File: src/rtl/hazard_ctrl.sv
// Pipeline hazard controller: operand forwarding, load-use stall, branch flush,
// memory-wait freeze with sticky timeout, and a saturating stalled-cycle counter.
module hazard_ctrl (
    input  logic       clk,
    input  logic       reset,
    input  logic [4:0] Rs1D,
    input  logic [4:0] Rs2D,
    input  logic [4:0] Rs1E,
    input  logic [4:0] Rs2E,
    input  logic [4:0] RdE,
    input  logic [1:0] ResultSrcE,
    input  logic       PCSrcE,
    input  logic [4:0] RdM,
    input  logic       RegWriteM,
    input  logic [4:0] RdW,
    input  logic       RegWriteW,
    input  logic       MemReqM,
    input  logic       MemReadyM,
    output logic       StallF,
    output logic       StallD,
    output logic       StallE,
    output logic       StallM,
    output logic       FlushD,
    output logic       FlushE,
    output logic       FlushW,
    output logic [1:0] ForwardAE,
    output logic [1:0] ForwardBE,
    output logic       MemTimeout,
    output logic [15:0] StallCycles
);

    typedef enum logic {RUN = 1'b0, MWAIT = 1'b1} state_t;

    localparam logic [1:0] FWD_RF = 2'b00;
    localparam logic [1:0] FWD_W  = 2'b01;
    localparam logic [1:0] FWD_M  = 2'b10;

    state_t     state;
    logic [7:0] wait_cnt;
    logic       lw_stall;
    logic       mem_wait;

    // Memory stage wins over writeback so the youngest producer is forwarded.
    function automatic logic [1:0] fwd_sel(
        input logic [4:0] rs,
        input logic [4:0] rd_m,
        input logic       we_m,
        input logic [4:0] rd_w,
        input logic       we_w
    );
        if (we_m && (rd_m != 5'd0) && (rd_m == rs))
            return FWD_M;
        else if (we_w && (rd_w != 5'd0) && (rd_w == rs))
            return FWD_W;
        else
            return FWD_RF;
    endfunction

    function automatic logic [7:0] sat_inc8(input logic [7:0] v);
        return (v == 8'hFF) ? v : v + 8'd1;
    endfunction

    function automatic logic [15:0] sat_inc16(input logic [15:0] v);
        return (v == 16'hFFFF) ? v : v + 16'd1;
    endfunction

    assign lw_stall = (ResultSrcE == 2'b01) && (RdE != 5'd0) &&
                      ((RdE == Rs1D) || (RdE == Rs2D));
    assign mem_wait = MemReqM && !MemReadyM;

    always_comb begin
        ForwardAE = FWD_RF;
        ForwardBE = FWD_RF;
        if (!reset) begin
            ForwardAE = fwd_sel(Rs1E, RdM, RegWriteM, RdW, RegWriteW);
            ForwardBE = fwd_sel(Rs2E, RdM, RegWriteM, RdW, RegWriteW);
        end
    end

    // Priority: memory wait freezes everything, then branch flush, then load-use bubble.
    always_comb begin
        StallF = 1'b0;
        StallD = 1'b0;
        StallE = 1'b0;
        StallM = 1'b0;
        FlushD = 1'b0;
        FlushE = 1'b0;
        FlushW = 1'b0;
        if (!reset) begin
            if (mem_wait) begin
                StallF = 1'b1;
                StallD = 1'b1;
                StallE = 1'b1;
                StallM = 1'b1;
                FlushW = 1'b1;
            end else if (PCSrcE) begin
                FlushD = 1'b1;
                FlushE = 1'b1;
            end else if (lw_stall) begin
                StallF = 1'b1;
                StallD = 1'b1;
                FlushE = 1'b1;
            end
        end
    end

    always_ff @(posedge clk or posedge reset) begin
        if (reset) begin
            state       <= RUN;
            wait_cnt    <= 8'd0;
            MemTimeout  <= 1'b0;
            StallCycles <= 16'd0;
        end else begin
            if (StallF)
                StallCycles <= sat_inc16(StallCycles);

            if (mem_wait && (wait_cnt == 8'hFF))
                MemTimeout <= 1'b1;

            case (state)
                RUN: begin
                    wait_cnt <= 8'd0;
                    if (mem_wait)
                        state <= MWAIT;
                end
                MWAIT: begin
                    // Leaving the wait (ready or request dropped) restarts the count.
                    if (mem_wait) begin
                        wait_cnt <= sat_inc8(wait_cnt);
                    end else begin
                        wait_cnt <= 8'd0;
                        state    <= RUN;
                    end
                end
                default: begin
                    wait_cnt <= 8'd0;
                    state    <= RUN;
                end
            endcase
        end
    end

endmodule

File: config.mk
export PLATFORM = sky130hd
export DESIGN_NAME = hazard_ctrl
export DESIGN_NICKNAME = d
export VERILOG_FILES = /design/src/rtl/hazard_ctrl.sv
export SDC_FILE = /design/constraint.sdc
export NUM_CORES = 1
export LEC_CHECK = 0
export CAP_MARGIN = 20
export CELL_PAD_IN_SITES_DETAIL_PLACEMENT = 0
export CELL_PAD_IN_SITES_GLOBAL_PLACEMENT = 1
export CORE_UTILIZATION = 34
export DETAILED_ROUTE_END_ITERATION = 8
export PLACE_DENSITY = 0.94
export SLEW_MARGIN = 0
export SYNTH_ARGS = -nofsm -noshare
export SYNTH_HDL_FRONTEND = slang
export SYNTH_SLANG_ARGS = --single-unit
File: constraint.sdc
create_clock -name clk -period 5.23 [get_ports clk]
set_input_delay 1.046 -clock clk [delete_from_list [all_inputs] [get_ports clk]]
set_output_delay 1.046 -clock clk [all_outputs]
set_load 0.02 [all_outputs]
==> summary.md <==
| Metric | Value |
|---|---|
| Status | finished clean |
| Total Die Area | about 0.0055 mm^2 |
| Critical path class | input pin to output port |
| GRT Overall Usage | 17.3% |
| Crit Reg-Reg Startpoint | StallCycles[3]$_DFFE_PP0P_ |
| Worst Hold Class | register to register |
| Area growth syn-to-layout | 46.9% |
| Setup TNS | 0 ns |
| Clk Latency, worst-skew pair | approximately 0.27 ns |
| Core Rows | 25 |
| Final wirelength | about 4.4 mm |
| Hold Vio Cnt, Final | 0 |
| Slew Limit Fails | 0 |
| CTS tree | built |
| MaxCap Viol Count | 0 |
| Worst Tran Pin Value | about 0.76 ns |
| First-pass GRT wire length | between 7 and 8 mm |
| Register-to-Register Setup Slack | between 3 and 4 ns |
| Unrepaired setup endpoints after global routing | no |
| Initial DRC count | 80 |
| Routability congestion estimate from global placement | slightly above 0.8 |
| Clock slew at reported path FFs | 0.09 ns |
| Initial Util | ~36% |
| CTS buffer count | 3 |
| Drt via density | just over 5 |
| Final setup violation count | 0 |
| Startpoint types | input pin |
| CP Capture Type | output port |
| Arrival time at the worst endpoint | ~3.6 ns |
| Tot Pwr | roughly 560 uW |
| Post-CTS Setup Inserts | 0 |
| Distinct cells, synth | 39 |
| Fin crit share | 88.9% |
| Number of global-route vias before repair | 1,619 |
| Depth of the CTS H-tree | 1 |
| Grt met2 use | ~29% |
| Die Height | ~74 um |
| Top Ports | just over 70 |
| Yosys warning total | 0 |
| First-pass DRT Iterations | 5 |
| Post-cts resize count | 0 |
| Commonest non-fill, non-tap cell in the layout | clkdlybuf4s50_1 |
| Antenna violations before repair | 0 |
| Mean area per synthesized cell | 9.17 um^2 |
| Die Span X | 74.2 um |
| Post-Syn Area | approximately 0.0018 mm^2 |
| Slew Limit Headroom | 48.8% |
| Wire length per cell | around 13 um |
| DRC | 0 |
| Fmax | roughly 210 MHz |
| Busiest grt layer | met2 |
| Grt total ovfl | 0 |
| Origin of the worst setup path | RdM[1] |
| Met1 Usage GRT | between 20% and 30% |
| Most frequent cells in the layout | 71 x clkdlybuf4s50_1, 26 x dfrtp_1, 23 x xnor2_1, 23 x xor2_1 |
| Synth Net Count | 239 |
| WHS | roughly 0.48 ns |
| Cts hold-fix bufs | 0 |
| Share of layout cells above drive strength 1 | 4.53% |
| Cell Pwr Density | around 220 mW/mm^2 |
| Final worst clock skew | ~0.0023 ns |
| Final HPWL from detailed placement | 3.52 mm |
| Worst Min Path Start | MemTimeout$_DFFE_PP0P_ |
| Tmin final | ~4.7 ns |
| Antenna Cells | 0 |
| CP required | 4.18 ns |
| Placeable core region | ~0.0049 mm^2 |
| Worst setup margin | 0.579 ns |
| IO Port Bufs | 71 |
| Leakage Power | around 1.1 nW |
| ANT nets after route | 0 |
| Via count | between 1.5k and 2k |
| CTS Buffer Depth | 2 |
| Met3 Use GR | roughly 3.4% |
| Post-place setup slack | approximately 0.56 ns |
| Syn Inst Count | roughly 190 |
| Clk root buf | clkbuf_8 |
| Clock Sinks | 26 |
| Max rail drop VDD | about 120 uV |
| Worst-path fanout max | 4 |
| Seq/Total Area, Yosys | between 30% and 40% |
| Layout Nets | about 310 |
| Largest net degree at the start of global routing | 29 |
| Yosys reg bits | 26 |
Yosys cell counts:
library cell	instances	area share, %
mux2_2	1	0.64
clkinv_1	1	0.21
dfrtp_1	26	37
nand2_1	14	3.0
nand4b_1	1	0.49
nor2_1	6	1.3
nor3_1	17	4.8
a21boi_0	2	0.85
buf_4	3	1.3
nor2b_1	1	0.35
or3_1	2	0.71
o41ai_1	1	0.49
xnor2_1	23	11
a21o_1	1	0.42
o22ai_1	1	0.35
and2_1	1	0.35
a31o_2	1	0.49
nor4_1	6	2.1
a21bo_2	1	0.57
nand3_1	17	4.8
a22oi_2	1	0.71
nor4_4	1	1.2
inv_1	6	1.3
o31ai_1	2	0.85
nand4_1	7	2.5
xor2_1	23	11
or4_1	5	2.1
o21ai_0	7	2.0
or2_4	1	0.49
and3_1	3	1.1
nand2b_1	2	0.71
nor3b_1	1	0.42
nor4b_1	1	0.49
a31oi_1	1	0.35
o21ai_1	1	0.28
o211ai_1	1	0.42
clkbuf_1	1	0.21
ha_1	2	1.4
mux2_4	1	0.85
power by group:
group          switching, mW  total [mW]  internal (mW)
Combinational         0.0838       0.185          0.101
Sequential            0.0253       0.245          0.219
Clock                 0.0637       0.131         0.0674
final timing paths:
| kind | endpoint | depth (start not counted) |
|---|---|---|
| min reg2reg | MemTimeout$_DFFE_PP0P_ | 1 |
| min in group asynchronous | MemTimeout$_DFFE_PP0P_ | 3 |
| min | MemTimeout$_DFFE_PP0P_ | 1 |
| max reg2reg | StallCycles[7]$_DFFE_PP0P_ | 6 |
| max | ForwardBE[0] | 6 |
| max in group asynchronous | StallCycles[13]$_DFFE_PP0P_ | 3 |
cell families after synthesis:
| group | Yosys count | synth area share (%) |
|---|---|---|
| flip-flops | 26 | 36.7 |
| AND/OR/NAND/NOR | 86 | 26.9 |
| buffers and inverters | 11 | 2.97 |
| XOR/XNOR | 46 | 22.8 |
| AO/OA/AOI/OAI | 20 | 7.77 |
| multiplexers | 2 | 1.48 |
| adder cells (fa/ha/maj) | 2 | 1.41 |
state kept, by name (all words and copies together) (netlist names):
register	cells
MemTimeout	1
StallCycles	16
state	1
wait_cnt	8
layer usage:
metal	wire [um]	part of all wire, %
met1	1870	43
met2	2050	47
met3	301	6.9
met4	125	2.9
met5	0	0
through the flow:
stage	cell area, um^2	cells	util (%)
after global routing	2600	332	53.3
after detailed placement	2550	328	52.2
after floorplan	1770	193	-
after global placement	2550	328	52.2
final	2600	332	53.3
after CTS	2600	332	53.3
final cells by class:
| type | count | area (um^2) |
|---|---|---|
| Multi-Input combinational cell | 156 | 1070 |
| Timing Repair Buffer | 72 | 718 |
| Inverter | 7 | 26.3 |
| Clock buffer | 4 | 55.1 |
| Fill cell | 466 | 2280 |
| Sequential cell | 26 | 651 |
| Tap cell | 67 | 83.8 |
critical path, stage by stage:
cell,delay [ns]
clkdlybuf4s50_1,0.46
or4_1,0.53
o21ai_0,0.38
nor3_1,0.12
nor4_1,0.39
clkdlybuf4s50_1,0.68
No activity file was read; power rests on OpenSTA's default activity.
